### config.mk
export PLATFORM = sky130hd
export DESIGN_NAME = approx_mul_pipe_flat
export DESIGN_NICKNAME = d
export VERILOG_FILES = /design/src/rtl/approx_mul_pipe_if.sv /design/src/rtl/approx_mul_pipe.sv /design/src/flat_wrapper.sv
export SDC_FILE = /design/constraint.sdc
export NUM_CORES = 1
export LEC_CHECK = 0
export CORE_UTILIZATION = 25
export CTS_BUF_LIST = sky130_fd_sc_hd__clkbuf_4 sky130_fd_sc_hd__clkbuf_8
export DETAILED_ROUTE_END_ITERATION = 6
export PLACE_DENSITY = 0.42
export SLEW_MARGIN = 20
export SYNTH_ARGS = -nofsm -noshare
export SYNTH_HDL_FRONTEND = slang
export SYNTH_SLANG_ARGS = --single-unit
### constraint.sdc
create_clock -name clk -period 3 [get_ports clk]
set_input_delay 0.6 -clock clk [delete_from_list [all_inputs] [get_ports clk]]
set_output_delay 0.6 -clock clk [all_outputs]
set_load 0.1 [all_outputs]
### src/rtl/approx_mul_pipe_if.sv
// Operand/result handshake bundle for approx_mul_pipe.
// out_err exists only when APPROX_ERR_EN is defined.
interface approx_mul_pipe_if #(
    parameter int unsigned WIDTH = 8
);
    logic                 in_valid;
    logic                 in_ready;
    logic [WIDTH-1:0]     in_a;
    logic [WIDTH-1:0]     in_b;
    logic [3:0]           in_mode;
    logic                 out_valid;
    logic                 out_ready;
    logic [2*WIDTH-1:0]   out_prod;
`ifdef APPROX_ERR_EN
    logic [2*WIDTH-1:0]   out_err;

    modport slave (
        input  in_valid, in_a, in_b, in_mode, out_ready,
        output in_ready, out_valid, out_prod, out_err
    );

    modport master (
        output in_valid, in_a, in_b, in_mode, out_ready,
        input  in_ready, out_valid, out_prod, out_err
    );
`else
    modport slave (
        input  in_valid, in_a, in_b, in_mode, out_ready,
        output in_ready, out_valid, out_prod
    );

    modport master (
        output in_valid, in_a, in_b, in_mode, out_ready,
        input  in_ready, out_valid, out_prod
    );
`endif
endinterface

### src/rtl/approx_mul_pipe.sv
// Three-stage quadrant-split approximate multiplier with valid/ready on both sides.
// Define APPROX_ERR_EN to carry the exact product alongside and report out_err.
module approx_mul_pipe #(
    parameter int unsigned WIDTH = 8,
    parameter int unsigned TRUNC = 2
) (
    input  logic              clk,
    input  logic              rst_n,
    approx_mul_pipe_if.slave  bus
);
    localparam int unsigned H  = WIDTH / 2;
    localparam int unsigned P  = 2 * H;
    localparam int unsigned W2 = 2 * WIDTH;
    localparam logic [P-1:0] TRUNC_MASK = ~P'((64'd1 << TRUNC) - 64'd1);

    // Quadrant product, optionally with its low TRUNC bits dropped
    function automatic logic [P-1:0] quad(input logic [H-1:0] x,
                                          input logic [H-1:0] y,
                                          input logic         trunc);
        logic [P-1:0] p;
        p = P'(x) * P'(y);
        return trunc ? (p & TRUNC_MASK) : p;
    endfunction

    logic              s1_valid_q, s1_valid_d;
    logic              s2_valid_q, s2_valid_d;
    logic              s3_valid_q, s3_valid_d;
    logic              s1_ready_c, s2_ready_c, s3_ready_c;
    logic              s1_load_c,  s2_load_c,  s3_load_c;

    logic [WIDTH-1:0]  s1_a_q, s1_b_q;
    logic [3:0]        s1_mode_q;
    logic [P-1:0]      s2_ll_q, s2_lh_q, s2_hl_q, s2_hh_q;
    logic [P-1:0]      ll_c, lh_c, hl_c, hh_c;
    logic [W2-1:0]     sum_c;
    logic [W2-1:0]     out_prod_q;

    // A stage may take new data when it is empty or its content moves on this cycle
    assign s3_ready_c = !s3_valid_q || bus.out_ready;
    assign s2_ready_c = !s2_valid_q || s3_ready_c;
    assign s1_ready_c = !s1_valid_q || s2_ready_c;

    assign s1_load_c  = bus.in_valid && s1_ready_c;
    assign s2_load_c  = s1_valid_q   && s2_ready_c;
    assign s3_load_c  = s2_valid_q   && s3_ready_c;

    assign bus.in_ready  = s1_ready_c;
    assign bus.out_valid = s3_valid_q;
    assign bus.out_prod  = out_prod_q;

    always_comb begin
        s1_valid_d = s1_valid_q;
        s2_valid_d = s2_valid_q;
        s3_valid_d = s3_valid_q;
        if (s1_ready_c) s1_valid_d = bus.in_valid;
        if (s2_ready_c) s2_valid_d = s1_valid_q;
        if (s3_ready_c) s3_valid_d = s2_valid_q;
    end

    always_ff @(posedge clk or negedge rst_n) begin
        if (!rst_n) begin
            s1_valid_q <= 1'b0;
            s2_valid_q <= 1'b0;
            s3_valid_q <= 1'b0;
        end else begin
            s1_valid_q <= s1_valid_d;
            s2_valid_q <= s2_valid_d;
            s3_valid_q <= s3_valid_d;
        end
    end

    // Quadrant products from captured operands; mode bit 1 pairs al with bh
    always_comb begin
        ll_c = quad(s1_a_q[H-1:0], s1_b_q[H-1:0], s1_mode_q[0]);
        lh_c = quad(s1_a_q[H-1:0], s1_b_q[P-1:H], s1_mode_q[1]);
        hl_c = quad(s1_a_q[P-1:H], s1_b_q[H-1:0], s1_mode_q[2]);
        hh_c = quad(s1_a_q[P-1:H], s1_b_q[P-1:H], s1_mode_q[3]);
    end

    always_comb begin
        sum_c = W2'(s2_ll_q)
              + (W2'(s2_lh_q) << H)
              + (W2'(s2_hl_q) << H)
              + (W2'(s2_hh_q) << P);
    end

    always_ff @(posedge clk) begin
        if (s1_load_c) begin
            s1_a_q    <= bus.in_a;
            s1_b_q    <= bus.in_b;
            s1_mode_q <= bus.in_mode;
        end
        if (s2_load_c) begin
            s2_ll_q <= ll_c;
            s2_lh_q <= lh_c;
            s2_hl_q <= hl_c;
            s2_hh_q <= hh_c;
        end
    end

    always_ff @(posedge clk or negedge rst_n) begin
        if (!rst_n) begin
            out_prod_q <= '0;
        end else if (s3_load_c) begin
            out_prod_q <= sum_c;
        end
    end

`ifdef APPROX_ERR_EN
    logic [W2-1:0] s2_exact_q;
    logic [W2-1:0] out_err_q;

    // Exact product rides one stage behind the operands, level with the quadrants
    always_ff @(posedge clk) begin
        if (s2_load_c) begin
            s2_exact_q <= W2'(s1_a_q) * W2'(s1_b_q);
        end
    end

    always_ff @(posedge clk or negedge rst_n) begin
        if (!rst_n) begin
            out_err_q <= '0;
        end else if (s3_load_c) begin
            out_err_q <= s2_exact_q - sum_c;
        end
    end

    assign bus.out_err = out_err_q;
`endif

endmodule

### src/flat_wrapper.sv
// flat-port wrapper written by rule: the top's interface ports become plain ports
module approx_mul_pipe_flat 
#(
    parameter int unsigned WIDTH = 8,
    parameter int unsigned TRUNC = 2
)
  (clk, rst_n, bus_in_valid, bus_in_a, bus_in_b, bus_in_mode, bus_out_ready, bus_in_ready, bus_out_valid, bus_out_prod);
  approx_mul_pipe_if #(.WIDTH(WIDTH)) bus_i ();
  input  logic clk;
  input  logic rst_n;
  input wire logic [$bits(bus_i.in_valid)-1:0] bus_in_valid;
  input wire logic [$bits(bus_i.in_a)-1:0] bus_in_a;
  input wire logic [$bits(bus_i.in_b)-1:0] bus_in_b;
  input wire logic [$bits(bus_i.in_mode)-1:0] bus_in_mode;
  input wire logic [$bits(bus_i.out_ready)-1:0] bus_out_ready;
  output wire logic [$bits(bus_i.in_ready)-1:0] bus_in_ready;
  output wire logic [$bits(bus_i.out_valid)-1:0] bus_out_valid;
  output wire logic [$bits(bus_i.out_prod)-1:0] bus_out_prod;
  assign bus_i.in_valid = bus_in_valid;
  assign bus_i.in_a = bus_in_a;
  assign bus_i.in_b = bus_in_b;
  assign bus_i.in_mode = bus_in_mode;
  assign bus_i.out_ready = bus_out_ready;
  assign bus_in_ready = bus_i.in_ready;
  assign bus_out_valid = bus_i.out_valid;
  assign bus_out_prod = bus_i.out_prod;
  approx_mul_pipe #(.WIDTH(WIDTH), .TRUNC(TRUNC)) u_core (.clk(clk), .rst_n(rst_n), .bus(bus_i));
endmodule
# ---- Yosys cells after proc, flatten, opt, wreduce, memory -nomap -nowiden
# Cells that the tools add are included.
dict set report totals {
  reg_bits 71
  latch_bits 0
  mem_bits_rw 0
  mem_bits_ro 0
  output_inout_bits 18
  word_cells 31
  mem_count 0
}
dict set report op_classes {
  add_sub_neg 3
  multipliers 4
  div 0
  magnitude_cmp 0
  eq_ne 0
  n_shift 0
  mux 0
  bitwise_logic 0
  n_reduce_logical 9
}
# op count
set op_table {}
lappend op_table {{$mul A4 B4 Y8} 4}
lappend op_table {{$add A16 B12 Y16} 1}
lappend op_table {{$add A16 B16 Y16} 1}
lappend op_table {{$add A8 B12 Y13} 1}
lappend op_table {{$logic_and A1 B1 Y1} 3}
lappend op_table {{$logic_not A1 Y1} 3}
lappend op_table {{$logic_or A1 B1 Y1} 3}

# ---- Depth between registers and ports, before layout
# Gate-level depths: netlist of run 1.
dict set report depth {
  ltp_word 5
  ltp_mapped 16
}

# ---- Worst setup path before layout of run 1
# OpenSTA, ideal clock, no wires.
dict set report synth_path {
  path_type {register to register}
  start {register u_core.s2_lh_q[1]}
  end {register u_core.out_prod_q[12], in the netlist u_core.bus.out_prod[12]}
  setup_ps 132
  t_arrival_ps 2990
  required_ps 2868
  slack_ps -122
  path_stages_with_launch 15
  path_buffers 0
  synth_period_minus_slack_ps 3122
  path_cell_list {edfxtp_1 > ha_1 > a21o_1 > a21oi_1 > nor2b_1 > o21ai_0 > xor2_1 > fa_1 > inv_1 > ha_1 > a21oi_1 > nand2_2 > o211ai_2 > nor3_1 > or3b_1}
}
dict set report synth_between {
  elab_chain_cells 3
}
# item line
set synth_lines {}
lappend synth_lines {{start: declaration} approx_mul_pipe.sv:33} ;# logic [P-1:0] s2_ll_q, s2_lh_q, s2_hl_q, s2_hh_q;
lappend synth_lines {{start signal: assignment} approx_mul_pipe.sv:95} ;# s2_lh_q <= lh_c;
lappend synth_lines {{$add A8 B12 Y13} approx_mul_pipe.sv:82} ;# + (W2'(s2_lh_q) << H)
lappend synth_lines {{$add A16 B12 Y16} approx_mul_pipe.sv:83} ;# + (W2'(s2_hl_q) << H)
lappend synth_lines {{$add A16 B16 Y16} approx_mul_pipe.sv:84} ;# + (W2'(s2_hh_q) << P);
lappend synth_lines {{end signal: assignment} approx_mul_pipe.sv:105} ;# out_prod_q <= sum_c;
lappend synth_lines {{end: declaration} approx_mul_pipe.sv:36} ;# logic [W2-1:0] out_prod_q;
# Every way passes these cells.
# A chain may end at the register's enable or synchronous reset.

# ---- Final worst setup path of run 1
dict set report layout_path {
  start {register u_core.s2_lh_q[0]}
  end {register u_core.out_prod_q[13], in the netlist u_core.bus.out_prod[13]}
}
# Same word-level chain as after synthesis.

==> results of run 1 <==
logic make-up (layout without fill, tap and decap cells):
family / Yosys count / count (layout) / share of synthesized area, %
simple gates: 149 / 149 / 15.63
fa+ha+maj: 88 / 88 / 26.50
flops: 71 / 71 / 42.63
compound gates: 50 / 50 / 6.363
buf+inv: 47 / 155 / 3.744
xor+xnor: 28 / 28 / 5.132
through the flow:
step / instances / TNS (ns)
6_report: 775 / -0.3907
5_1_grt: 775 / -1.625
4_1_cts: 760 / -0.5009
3_5_place_dp: 741 / -1.106
3_3_place_gp: 741 / -0.7852
2_1_floorplan: 433 / 0
power breakdown:
| group | internal, mW | switching [mW] |
|---|---|---|
| logic | 1.09 | 1.64 |
| clock network | 0.502 | 0.387 |
| registers | 1.29 | 0.112 |
how the worst min path moves through the flow:
stage / startpoint / end / slack [ns] / cells after the start
final: u_core.s2_ll_q[1] / u_core.bus.out_prod[1] / 0.45 / 2
after global routing: u_core.s2_ll_q[1] / u_core.bus.out_prod[1] / 0.48 / 2
after CTS: u_core.s2_ll_q[1] / u_core.bus.out_prod[1] / 0.45 / 2
after detailed placement: u_core.s2_ll_q[1] / u_core.bus.out_prod[1] / 0.43 / 2
after global placement: u_core.s2_ll_q[3] / u_core.bus.out_prod[3] / 0.44 / 2
after floorplan: rst_n / u_core.bus.out_prod[0] / 0.30 / 0
cell usage in the layout, fill, tap and decap left out, types with 11 or more instances in the layout:
cell	count
sky130_fd_sc_hd__a21oi_2	11
sky130_fd_sc_hd__buf_4	66
sky130_fd_sc_hd__and2_1	38
sky130_fd_sc_hd__edfxtp_1	52
sky130_fd_sc_hd__ha_1	58
sky130_fd_sc_hd__inv_1	34
sky130_fd_sc_hd__nor2_1	12
sky130_fd_sc_hd__xnor2_1	15
sky130_fd_sc_hd__nand2_1	57
sky130_fd_sc_hd__dfrtp_1	19
sky130_fd_sc_hd__clkdlybuf4s50_1	23
sky130_fd_sc_hd__xor2_1	12
sky130_fd_sc_hd__fa_1	21
what timing repair did:
action                                  in CTS  in global routing
gates resized for setup                     26                 24
pin swaps                                   26                 28
hold endpoints to repair                     0                  0
endpoints found under the setup margin      10                 14
setup buffers                                3                 15
metal layers:
| layer | GRT usage, % | up-vias |
|---|---|---|
| met5 | 0 | - |
| met3 | 3.453 | 6 |
| met1 | 14.51 | 1497 |
| met2 | 17.21 | 51 |
| li1 | - | 1677 |
| met4 | 3.123 | 0 |
sequential cells by signal, indices dropped and copies added (netlist names), 4 cells and up:
signal and count:
u_core.s2_ll_q 8, u_core.s2_hl_q 8, u_core.bus.out_prod 16, u_core.s2_hh_q 8
u_core.s2_lh_q 8, u_core.s1_mode_q 4, u_core.s1_b_q 8, u_core.s1_a_q 8
area by class of cell:
type | count | area (um^2)
repair buffers | 97 | 824.5
fillers | 1896 | 12400
clock buffers | 11 | 145.1
multi-input cells | 315 | 2769
inverters | 42 | 157.7
flip-flops and latches | 71 | 2037
well taps | 234 | 292.8
clock inverters | 5 | 81.33
worst max-delay path, stage by stage (launching register included):
cell,delay (ns)
sky130_fd_sc_hd__edfxtp_1,0.35
sky130_fd_sc_hd__ha_2,0.19
sky130_fd_sc_hd__inv_2,0.04
sky130_fd_sc_hd__fa_2,0.33
sky130_fd_sc_hd__nor2b_1,0.12
sky130_fd_sc_hd__o21ai_1,0.07
sky130_fd_sc_hd__nand2b_1,0.12
sky130_fd_sc_hd__nand3_1,0.10
sky130_fd_sc_hd__xor2_1,0.17
sky130_fd_sc_hd__fa_1,0.50
sky130_fd_sc_hd__inv_2,0.05
sky130_fd_sc_hd__ha_4,0.29
sky130_fd_sc_hd__nand2_2,0.07
sky130_fd_sc_hd__a21oi_2,0.12
sky130_fd_sc_hd__nor2b_2,0.07
sky130_fd_sc_hd__or4_1,0.40
sky130_fd_sc_hd__nand3_1,0.08
==> impl_table.tex, run 1 <==
\begin{tabular}{lr}
\hline
Metric & Value \\
\hline
\multicolumn{2}{l}{\textbf{Clock network}} \\
\quad Htree depth & 3 \\
\quad Number of buffers inserted by hold repair at cts & 0 \\
\quad Clk Tree Root Cell & sky130\_fd\_sc\_hd\_\_clkbuf\_8 \\
\quad Clock-pin slew reported for the worst setup and hold paths after clock tree synthesis & roughly 0.090 ns \\
\quad Total number of clock tree sinks & slightly above 70 \\
\quad Clock buffer count from CTS & 9 \\
\quad Clock insertion delay at the later pin of the skew report & 0.36 ns \\
\quad CTS tree & done \\
\quad Max Root-Sink Buffers & 2 \\
\multicolumn{2}{l}{\textbf{Synth}} \\
\quad YS warnings & 0 \\
\quad Sequential element share of the synthesized area & a little over two fifths \\
\quad Number of distinct library cell variants in the gate-level netlist after synthesis & 33 \\
\quad Async set-reset flop share out of synthesis & a little over a quarter \\
\quad Area contributors post-synth & sky130\_fd\_sc\_hd\_\_edfxtp\_1 (33\%), sky130\_fd\_sc\_hd\_\_ha\_1 (17\%), sky130\_fd\_sc\_hd\_\_dfrtp\_1 (10\%) \\
\quad Total standard cell area after synthesis & $\sim$4800 um\^{}2 \\
\quad Avg Inst Size Synth & 11.04 um\^{}2 \\
\quad Leading register cell type out of synthesis & sky130\_fd\_sc\_hd\_\_edfxtp\_1 \\
\quad Top cell type by total area after synthesis & sky130\_fd\_sc\_hd\_\_edfxtp\_1 \\
\quad Leading cell types by count after synthesis & sky130\_fd\_sc\_hd\_\_ha\_1 (66), sky130\_fd\_sc\_hd\_\_nand2\_1 (61), sky130\_fd\_sc\_hd\_\_edfxtp\_1 (52), sky130\_fd\_sc\_hd\_\_inv\_1 (42), sky130\_fd\_sc\_hd\_\_and2\_1 (41) \\
\quad Synth Register Bits & between 70 and 80 \\
\quad Syn Nets & between 500 and 600 \\
\quad Share of the synthesized area in the top cell type & between 30\% and 40\% \\
\quad Cells after Synth & 433 \\
\quad Number of synthesized flops with an enable pin & between 50 and 60 \\
\quad Cell with the most instances after synthesis & sky130\_fd\_sc\_hd\_\_ha\_1 \\
\multicolumn{2}{l}{\textbf{Place}} \\
\quad Weighted congestion at the end of routability-driven global placement & 0.7571 \\
\quad Placement Setup Slack & -0.2312 ns \\
\quad HPWL reported at the end of detailed placement & slightly below 8 mm \\
\quad Dpl cell area & slightly below 6000 um\^{}2 \\
\quad Buffers added on ports & 41 \\
\multicolumn{2}{l}{\textbf{Worst hold path}} \\
\quad Hold crit path type & reg -> reg \\
\multicolumn{2}{l}{\textbf{Pwr}} \\
\quad VDD IR max & about 300 uV \\
\quad Leak & between 2 and 3 nW \\
\quad Power density over cell area & between 700 and 800 nW/um\^{}2 \\
\quad Design Power & roughly 5.0 mW \\
\multicolumn{2}{l}{\textbf{Finish}} \\
\quad Antenna Diode Count & 0 \\
\quad Proportion of layout cells with a drive suffix above 1 & between 20\% and 30\% \\
\quad Area Growth Syn to Fin & 32.00\% \\
\quad Design Area, Final & $\sim$6300 um\^{}2 \\
\quad Number of nets in the finished design & around 650 \\
\quad Final design utilization & between 30\% and 40\% \\
\multicolumn{2}{l}{\textbf{Run status}} \\
\quad Status & complete, but fails checks \\
\quad Violated checks & setup timing \\
\multicolumn{2}{l}{\textbf{GRT}} \\
\quad Combined global-route utilization of all metal layers & 10.98\% \\
\quad Via count of the first global-routing pass & 3200 \\
\quad Initial antenna violation count & 0 \\
\quad First-pass GRT wire length & around 16 mm \\
\quad Maximum number of pins on one net before global-route repair & 33 \\
\quad Final global-route overflow total & 0 \\
\multicolumn{2}{l}{\textbf{Routing}} \\
\quad Drt total wl & roughly 9.9 mm \\
\quad Avg Vias per Cell & between 4 and 5 \\
\quad DRT met1 WL & about 5.0 mm \\
\quad Met2 wire len & 4.465 mm \\
\quad Total number of vias & 3231 \\
\quad Post-route antenna net violation count & 0 \\
\quad Number of detailed-route iterations in the first pass & 4 \\
\quad Highest routed layer & met4 \\
\quad Detailed Route Iter0 Violations & slightly below 80 \\
\quad Detailed-routed wire length on met3 & about 360 um \\
\quad Avg WL per Cell & roughly 13 um \\
\quad DR DRC count & 0 \\
\multicolumn{2}{l}{\textbf{Setup path}} \\
\quad Critical path start-end classification & reg -> reg \\
\quad Startpoint kind of the worst setup timing path & register \\
\quad Biggest fanout along the worst timing path & 4 \\
\quad Number of cells on the worst reg-to-reg path & 16 \\
\quad End of the worst register-to-register path & u\_core.bus.out\_prod[13] \\
\quad Crit end category & register \\
\quad Data arrival, critical path & roughly 3.4 ns \\
\quad CP Launch Point & u\_core.s2\_lh\_q[0] \\
\quad RR Startpoint & u\_core.s2\_lh\_q[0] \\
\quad Required time reported for the critical path endpoint & approximately 3.3 ns \\
\quad Setup slack of the most critical reg-to-reg path & -0.12 ns \\
\quad Critical Path Sink & u\_core.bus.out\_prod[13] \\
\multicolumn{2}{l}{\textbf{Floorplan}} \\
\quad Initial standard-cell utilization of the core & approximately 26\% \\
\quad I/O pin count & 42 \\
\quad Die boundary width & approximately 140 um \\
\quad Die outline area & between 15000 and 20000 um\^{}2 \\
\quad Chip Height & between 100 and 150 um \\
\quad Core region area & $\sim$19000 um\^{}2 \\
\quad Core Rows & 50 \\
\multicolumn{2}{l}{\textbf{Timing}} \\
\quad Worst Hold Margin & roughly 0.45 ns \\
\quad Share of the clock period used by the worst path after layout & 104.0\% \\
\quad Shortest period the worst path allows & 3.121 ns \\
\quad Total setup violations reported at the end of the flow & 5 \\
\quad Number of endpoints with negative hold slack in the final report & 0 \\
\quad Final worst-path setup slack & -0.1215 ns \\
\quad Fin. max-slew vios & 0 \\
\quad Slew at the pin closest to its max-slew limit & approximately 0.9 ns \\
\quad Clock Skew & between 0.01 and 0.015 ns \\
\quad Max Freq & $\sim$320 MHz \\
\quad Setup repair after global routing missed its margin & yes \\
\quad Relative slew margins & approximately two fifths \\
\multicolumn{2}{l}{\textbf{Job}} \\
\quad Max Cap Viol & 0 \\
\hline
\end{tabular}
No activity file was read; power rests on OpenSTA's default activity.
==> run 2, diff against run 1 <==
- SETUP_SLACK_MARGIN: default -> 0.3
==> impl_table.tex, run 2 (synthesized netlist as in run 1, its figures left out) <==
\begin{tabular}{lr}
\hline
Metric & Value \\
\hline
\multicolumn{2}{l}{\textbf{Floorplan}} \\
\quad I/O pin count & 42 \\
\quad Core region area & 18710 um\^{}2 \\
\quad Initial standard-cell utilization of the core & about a quarter \\
\quad Die boundary width & about 140 um \\
\quad Chip Height & approximately 140 um \\
\quad Core Rows & 50 \\
\quad Die outline area & 19670 um\^{}2 \\
\multicolumn{2}{l}{\textbf{Routing}} \\
\quad Drt total wl & approximately 10 mm \\
\quad Total number of vias & about 3.2k \\
\quad Avg WL per Cell & about 13 um \\
\quad Detailed Route Iter0 Violations & 83 \\
\quad Post-route antenna net violation count & 0 \\
\quad DR DRC count & 0 \\
\quad Number of detailed-route iterations in the first pass & 4 \\
\quad Avg Vias per Cell & between 4 and 5 \\
\multicolumn{2}{l}{\textbf{Setup path}} \\
\quad Critical Path, Cell by Cell & ha\_1 -> a21o\_1 -> a21oi\_2 -> nor2b\_2 -> o2111ai\_2 -> xor2\_2 -> fa\_1 -> inv\_2 -> ha\_4 -> buf\_4 -> nand2\_1 -> or4\_1 -> nand3\_1 \\
\quad Critical path start-end classification & reg -> reg \\
\quad Worst path max stage delay & 0.52 ns \\
\quad Data arrival, critical path & approximately 3.4 ns \\
\quad Cell with the biggest individual delay on the critical path & sky130\_fd\_sc\_hd\_\_fa\_1 \\
\quad Category of cells accounting for the largest share of critical-path delay & adder cells \\
\quad Critical path buffer and inverter count & 2 \\
\quad Crit end category & register \\
\quad Required time reported for the critical path endpoint & around 3.3 ns \\
\quad Startpoint kind of the worst setup timing path & register \\
\quad Biggest fanout along the worst timing path & 5 \\
\multicolumn{2}{l}{\textbf{Timing}} \\
\quad Clock Skew & $\sim$0.015 ns \\
\quad Final worst-path setup slack & -0.1240 ns \\
\quad Share of the clock period used by the worst path after layout & 104.1\% \\
\quad Setup repair after global routing missed its margin & yes \\
\quad Shortest period the worst path allows & 3.124 ns \\
\quad Slew at the pin closest to its max-slew limit & $\sim$0.83 ns \\
\quad Final sum of negative setup slack & -0.4143 ns \\
\quad Relative slew margins & between 40\% and 50\% \\
\quad Total setup violations reported at the end of the flow & 5 \\
\quad Number of endpoints with negative hold slack in the final report & 0 \\
\quad Max Freq & between 300 and 400 MHz \\
\quad Fin. max-slew vios & 0 \\
\multicolumn{2}{l}{\textbf{Clock network}} \\
\quad Total number of clock tree sinks & between 70 and 80 \\
\quad Htree depth & 3 \\
\quad Clock buffer count from CTS & 9 \\
\quad Clock-pin slew reported for the worst setup and hold paths after clock tree synthesis & approximately 0.09 ns \\
\quad Number of buffers inserted by hold repair at cts & 0 \\
\quad Max Root-Sink Buffers & 2 \\
\quad Clock insertion delay at the later pin of the skew report & 0.37 ns \\
\quad Clk Tree Root Cell & sky130\_fd\_sc\_hd\_\_clkbuf\_8 \\
\quad CTS tree & done \\
\multicolumn{2}{l}{\textbf{Place}} \\
\quad HPWL reported at the end of detailed placement & $\sim$7.9 mm \\
\quad Weighted congestion at the end of routability-driven global placement & 0.7289 \\
\quad Dpl cell area & between 5000 and 6000 um\^{}2 \\
\quad Buffers added on ports & 41 \\
\multicolumn{2}{l}{\textbf{Finish}} \\
\quad Filler Cell Count & $\sim$1.9k \\
\quad Antenna Diode Count & 0 \\
\quad Commonest non-fill, non-tap cell in the layout & sky130\_fd\_sc\_hd\_\_buf\_4 \\
\quad Proportion of layout cells with a drive suffix above 1 & slightly above 30\% \\
\quad Highest-count cells in the layout ignoring fill and taps & sky130\_fd\_sc\_hd\_\_buf\_4 (64), sky130\_fd\_sc\_hd\_\_nand2\_1 (54), sky130\_fd\_sc\_hd\_\_edfxtp\_1 (52), sky130\_fd\_sc\_hd\_\_ha\_1 (49), sky130\_fd\_sc\_hd\_\_and2\_1 (38) \\
\quad Final design utilization & 35.00\% \\
\quad Design Area, Final & around 6500 um\^{}2 \\
\quad Number of nets in the finished design & 653 \\
\quad Number of flip-flops in the largest register & 16 \\
\quad Area Growth Syn to Fin & 37.03\% \\
\multicolumn{2}{l}{\textbf{GRT}} \\
\quad Initial antenna violation count & 0 \\
\quad Via count of the first global-routing pass & roughly 3.3k \\
\quad Combined global-route utilization of all metal layers & a little under an eighth \\
\quad Maximum number of pins on one net before global-route repair & 33 \\
\quad Final global-route overflow total & 0 \\
\quad First-pass GRT wire length & 17.00 mm \\
\multicolumn{2}{l}{\textbf{Run status}} \\
\quad Violated checks & setup timing \\
\quad Status & complete, but fails checks \\
\multicolumn{2}{l}{\textbf{Pwr}} \\
\quad Design Power & 5.183 mW \\
\quad VDD IR max & about 280 uV \\
\quad Power density over cell area & between 700 and 800 nW/um\^{}2 \\
\quad Leak & 2.915 nW \\
\multicolumn{2}{l}{\textbf{Worst hold path}} \\
\quad Hold crit path type & reg -> reg \\
\multicolumn{2}{l}{\textbf{Job}} \\
\quad Max Cap Viol & 0 \\
\hline
\end{tabular}
==> run 2: cell types whose count changed in the layout (fill, tap and decap cells not counted), sizes merged <==
cell	previous run	this run
buf	74	79
bufinv	2	1
clkinvlp	0	2
inv	43	42
==> run 2: cell type report <==
| class | instances | area, um^2 | share of cell area, % |
|---|---|---|---|
| Multi-Input combinational cell | 315 | 2974 | 45.42 |
| Sequential cell | 71 | 2037 | 31.11 |
| Timing Repair Buffer | 102 | 888.4 | 13.57 |
| Tap cell | 234 | 292.8 | 4.472 |
| Inverter | 42 | 157.7 | 2.408 |
| Clock buffer | 11 | 138.9 | 2.121 |
| Clock inverter | 5 | 58.81 | 0.8981 |
==> run 2: layer usage <==
layer | part of all wire, % | routed length, um | vias to the layer above | track usage (%)
met4 | 1.4 | 150 | 0 | 3.991
met2 | 45 | 4698 | 46 | 17.97
met1 | 50 | 5210 | 1478 | 15.10
met3 | 3.2 | 334 | 10 | 3.009
li1 | - | - | 1687 | -
met5 | 0 | 0 | - | 0
==> run 2: stage by stage <==
stage / hold slack, ns / worst slack, ns / cells
finish: 0.4555 / -0.1240 / 780
global route: 0.4815 / -0.3286 / 780
CTS: 0.4625 / -0.1395 / 777
detailed placement: 0.4381 / -0.1544 / 736
global placement: 0.4396 / -0.1184 / 736
floorplan: 0.3044 / 0.01327 / 433
==> run 2: worst paths after layout <==
check                                  startpoint                 endpoint  slack (ns)  depth (start not counted)
worst max-delay path            u_core.s2_ll_q[5]  u_core.bus.out_prod[13]       -0.12                         13
worst min-delay path            u_core.s2_ll_q[0]   u_core.bus.out_prod[0]        0.46                          2
worst max register to register  u_core.s2_ll_q[5]  u_core.bus.out_prod[13]       -0.12                         13
worst min register to register  u_core.s2_ll_q[0]   u_core.bus.out_prod[0]        0.46                          2
max in group asynchronous                   rst_n   u_core.bus.out_prod[0]        1.78                          1
min in group asynchronous                   rst_n  u_core.bus.out_prod[11]        0.69                          1
==> run 2: power by group <==
group / internal (mW) / switching, mW
registers: 1.29 / 0.114
logic: 1.23 / 1.75
clock network: 0.403 / 0.400
total: 2.92 / 2.26
==> run 2: what timing repair did <==
action / in CTS / in global routing
setup endpoints to repair: 19 / 20
pin swaps: 64 / 29
hold endpoints to repair: 0 / 0
resized for setup: 40 / 29
buffers inserted: 25 / 3
gates cloned: 0 / 0
==> run 2: worst reg2reg max path, stage by stage, from the launching register on <==
cell                        delay [ns]
sky130_fd_sc_hd__edfxtp_1         0.41
sky130_fd_sc_hd__ha_1             0.31
sky130_fd_sc_hd__a21o_1           0.17
sky130_fd_sc_hd__a21oi_2          0.15
sky130_fd_sc_hd__nor2b_2          0.07
sky130_fd_sc_hd__o2111ai_2        0.26
sky130_fd_sc_hd__xor2_2           0.12
sky130_fd_sc_hd__fa_1             0.52
sky130_fd_sc_hd__inv_2            0.05
sky130_fd_sc_hd__ha_4             0.29
sky130_fd_sc_hd__buf_4            0.12
sky130_fd_sc_hd__nand2_1          0.06
sky130_fd_sc_hd__or4_1            0.46
sky130_fd_sc_hd__nand3_1          0.09
==> run 3, diff against run 2 <==
- PLACE_DENSITY: 0.42 -> 0.41
- clock period: 3 -> 3.9 ns (I/O delays scaled with it)
==> impl_table.tex, run 3 (synthesized netlist as in run 1, its figures left out) <==
\begin{tabular}{lr}
\hline
Metric & Value \\
\hline
\multicolumn{2}{l}{\textbf{Timing}} \\
\quad Max Freq & approximately 300 MHz \\
\quad Setup repair after global routing missed its margin & no \\
\quad Final sum of negative setup slack & 0 ns \\
\quad Slew at the pin closest to its max-slew limit & between 0.9 and 1 ns \\
\quad Number of endpoints with negative hold slack in the final report & 0 \\
\quad Share of the clock period used by the worst path after layout & $\sim$86\% \\
\quad Relative slew margins & between 30\% and 40\% \\
\quad Clock Skew & approximately 0.013 ns \\
\quad Fin. max-slew vios & 0 \\
\quad Total setup violations reported at the end of the flow & 0 \\
\quad Shortest period the worst path allows & about 3.3 ns \\
\multicolumn{2}{l}{\textbf{Pwr}} \\
\quad Power density over cell area & roughly 600 nW/um\^{}2 \\
\quad Leak & 2.570 nW \\
\quad VDD IR max & 171.4 uV \\
\multicolumn{2}{l}{\textbf{Place}} \\
\quad Dpl cell area & between 5000 and 6000 um\^{}2 \\
\quad Weighted congestion at the end of routability-driven global placement & 0.7436 \\
\quad Buffers added on ports & 41 \\
\quad HPWL reported at the end of detailed placement & roughly 7.3 mm \\
\multicolumn{2}{l}{\textbf{Floorplan}} \\
\quad Die boundary width & between 100 and 150 um \\
\quad I/O pin count & 42 \\
\quad Die outline area & approximately 20000 um\^{}2 \\
\quad Core Rows & 50 \\
\quad Chip Height & around 140 um \\
\quad Initial standard-cell utilization of the core & approximately a quarter \\
\quad Core region area & roughly 19000 um\^{}2 \\
\multicolumn{2}{l}{\textbf{Finish}} \\
\quad Number of flip-flops in the largest register & 16 \\
\quad Commonest non-fill, non-tap cell in the layout & sky130\_fd\_sc\_hd\_\_ha\_1 \\
\quad Multi-input gate area in the final layout & around 2600 um\^{}2 \\
\quad Proportion of layout cells with a drive suffix above 1 & 5.328\% \\
\quad Number of nets in the finished design & about 600 \\
\quad Sequential cell area & just over 2000 um\^{}2 \\
\quad Area Growth Syn to Fin & 19.77\% \\
\quad Highest-count cells in the layout ignoring fill and taps & sky130\_fd\_sc\_hd\_\_ha\_1 (66), sky130\_fd\_sc\_hd\_\_nand2\_1 (61), sky130\_fd\_sc\_hd\_\_edfxtp\_1 (52), sky130\_fd\_sc\_hd\_\_inv\_1 (42), sky130\_fd\_sc\_hd\_\_and2\_1 (41) \\
\quad Antenna Diode Count & 0 \\
\quad Design Area, Final & about 5700 um\^{}2 \\
\quad Filler Cell Count & between 1.5k and 2k \\
\multicolumn{2}{l}{\textbf{Setup path}} \\
\quad Number of cells on the worst reg-to-reg path & 16 \\
\quad Required time reported for the critical path endpoint & just over 4 ns \\
\quad RR Startpoint & u\_core.s2\_ll\_q[4] \\
\quad End of the worst register-to-register path & u\_core.bus.out\_prod[15] \\
\quad CP Launch Point & u\_core.s2\_ll\_q[4] \\
\quad Data arrival, critical path & 3.58 ns \\
\quad Critical path start-end classification & reg -> reg \\
\quad Biggest fanout along the worst timing path & 5 \\
\quad Setup slack of the most critical reg-to-reg path & $\sim$0.56 ns \\
\quad Crit end category & register \\
\quad Startpoint kind of the worst setup timing path & register \\
\quad Critical Path Sink & u\_core.bus.out\_prod[15] \\
\multicolumn{2}{l}{\textbf{Clock network}} \\
\quad Number of buffers inserted by hold repair at cts & 0 \\
\quad Clock-pin slew reported for the worst setup and hold paths after clock tree synthesis & approximately 0.090 ns \\
\quad Clk Tree Root Cell & sky130\_fd\_sc\_hd\_\_clkbuf\_8 \\
\quad Clock insertion delay at the later pin of the skew report & $\sim$0.37 ns \\
\quad Total number of clock tree sinks & 71 \\
\quad CTS tree & done \\
\quad Htree depth & 3 \\
\quad Max Root-Sink Buffers & 2 \\
\quad Clock buffer count from CTS & 9 \\
\multicolumn{2}{l}{\textbf{GRT}} \\
\quad Via count of the first global-routing pass & 2990 \\
\quad Combined global-route utilization of all metal layers & around a tenth \\
\quad Maximum number of pins on one net before global-route repair & 33 \\
\quad First-pass GRT wire length & about 15 mm \\
\quad Initial antenna violation count & 0 \\
\quad Final global-route overflow total & 0 \\
\multicolumn{2}{l}{\textbf{Routing}} \\
\quad Drt total wl & approximately 9.3 mm \\
\quad Post-route antenna net violation count & 0 \\
\quad Total number of vias & 3041 \\
\quad Detailed Route Iter0 Violations & between 100 and 150 \\
\quad Avg WL per Cell & 12.95 um \\
\quad Number of detailed-route iterations in the first pass & 4 \\
\quad DR DRC count & 0 \\
\quad Avg Vias per Cell & between 4 and 5 \\
\multicolumn{2}{l}{\textbf{Run status}} \\
\quad Status & finished clean \\
\multicolumn{2}{l}{\textbf{Job}} \\
\quad Max Cap Viol & 0 \\
\multicolumn{2}{l}{\textbf{Worst hold path}} \\
\quad Hold crit path type & reg -> reg \\
\quad Hold Startpoint & u\_core.s2\_ll\_q[2] \\
\hline
\end{tabular}
## run 3: how the worst min path moves through the flow
| stage | slack [ns] | cells after the start | end |
|---|---|---|---|
| floorplan | 0.41 | 2 | u_core.bus.out_prod[0] |
| global placement | 0.44 | 2 | u_core.bus.out_prod[2] |
| detailed placement | 0.44 | 2 | u_core.bus.out_prod[2] |
| CTS | 0.47 | 2 | u_core.bus.out_prod[2] |
| global route | 0.49 | 2 | u_core.bus.out_prod[3] |
| finish | 0.47 | 2 | u_core.bus.out_prod[2] |
## run 3: through the flow
step                hold WS (ns)  utilization [%]  cells  setup WS [ns]  total power [mW]
floorplan                 0.4146                -    433         0.7783             2.363
global placement          0.4409            29.30    706         0.5336             2.767
detailed placement        0.4407            29.30    706         0.5617             2.777
CTS                       0.4748            30.56    722         0.5321             3.507
global route              0.4922            30.60    722         0.3037             3.691
finish                    0.4675            30.60    722         0.5607             3.444
## run 3: cell type report
class	count	area share [%]
sequential	71	35.59
multi-input combinational	315	44.88
clock inverter	4	1.355
clock buffer	12	2.777
timing repair buffer	44	7.521
inverter	42	2.755
tap	234	5.116
## run 3: routing by layer
metal  up-vias  track usage [%]  wire (um)
met4         0            3.123        106
li1       1572                -          -
met5         -                0          0
met3         6            3.145        379
met1      1411            13.92       4786
met2        52            15.50       4075
## run 3: what timing repair did
action / in CTS / in global routing
endpoints found under the hold margin: 0 / 0
endpoints found under the setup margin: 0 / 2
setup buffers: 0 / 0
gates resized for setup: 0 / 2
## run 3: worst max-delay path: stages, from the launching register on
cell	delay, ns
sky130_fd_sc_hd__edfxtp_1	0.34
sky130_fd_sc_hd__ha_1	0.17
sky130_fd_sc_hd__inv_1	0.06
sky130_fd_sc_hd__fa_1	0.39
sky130_fd_sc_hd__nor2b_1	0.12
sky130_fd_sc_hd__o21ai_0	0.08
sky130_fd_sc_hd__nand2b_1	0.13
sky130_fd_sc_hd__nand3_1	0.11
sky130_fd_sc_hd__xor2_1	0.17
sky130_fd_sc_hd__fa_1	0.48
sky130_fd_sc_hd__inv_1	0.04
sky130_fd_sc_hd__ha_1	0.36
sky130_fd_sc_hd__a21oi_1	0.22
sky130_fd_sc_hd__o22ai_1	0.10
sky130_fd_sc_hd__a21oi_1	0.17
sky130_fd_sc_hd__xor2_1	0.18
sky130_fd_sc_hd__o21ai_0	0.09
## run 3: power by group
part           internal [mW]  switching [mW]
Sequential             0.989          0.0929
Clock                  0.406           0.288
Combinational          0.550            1.12
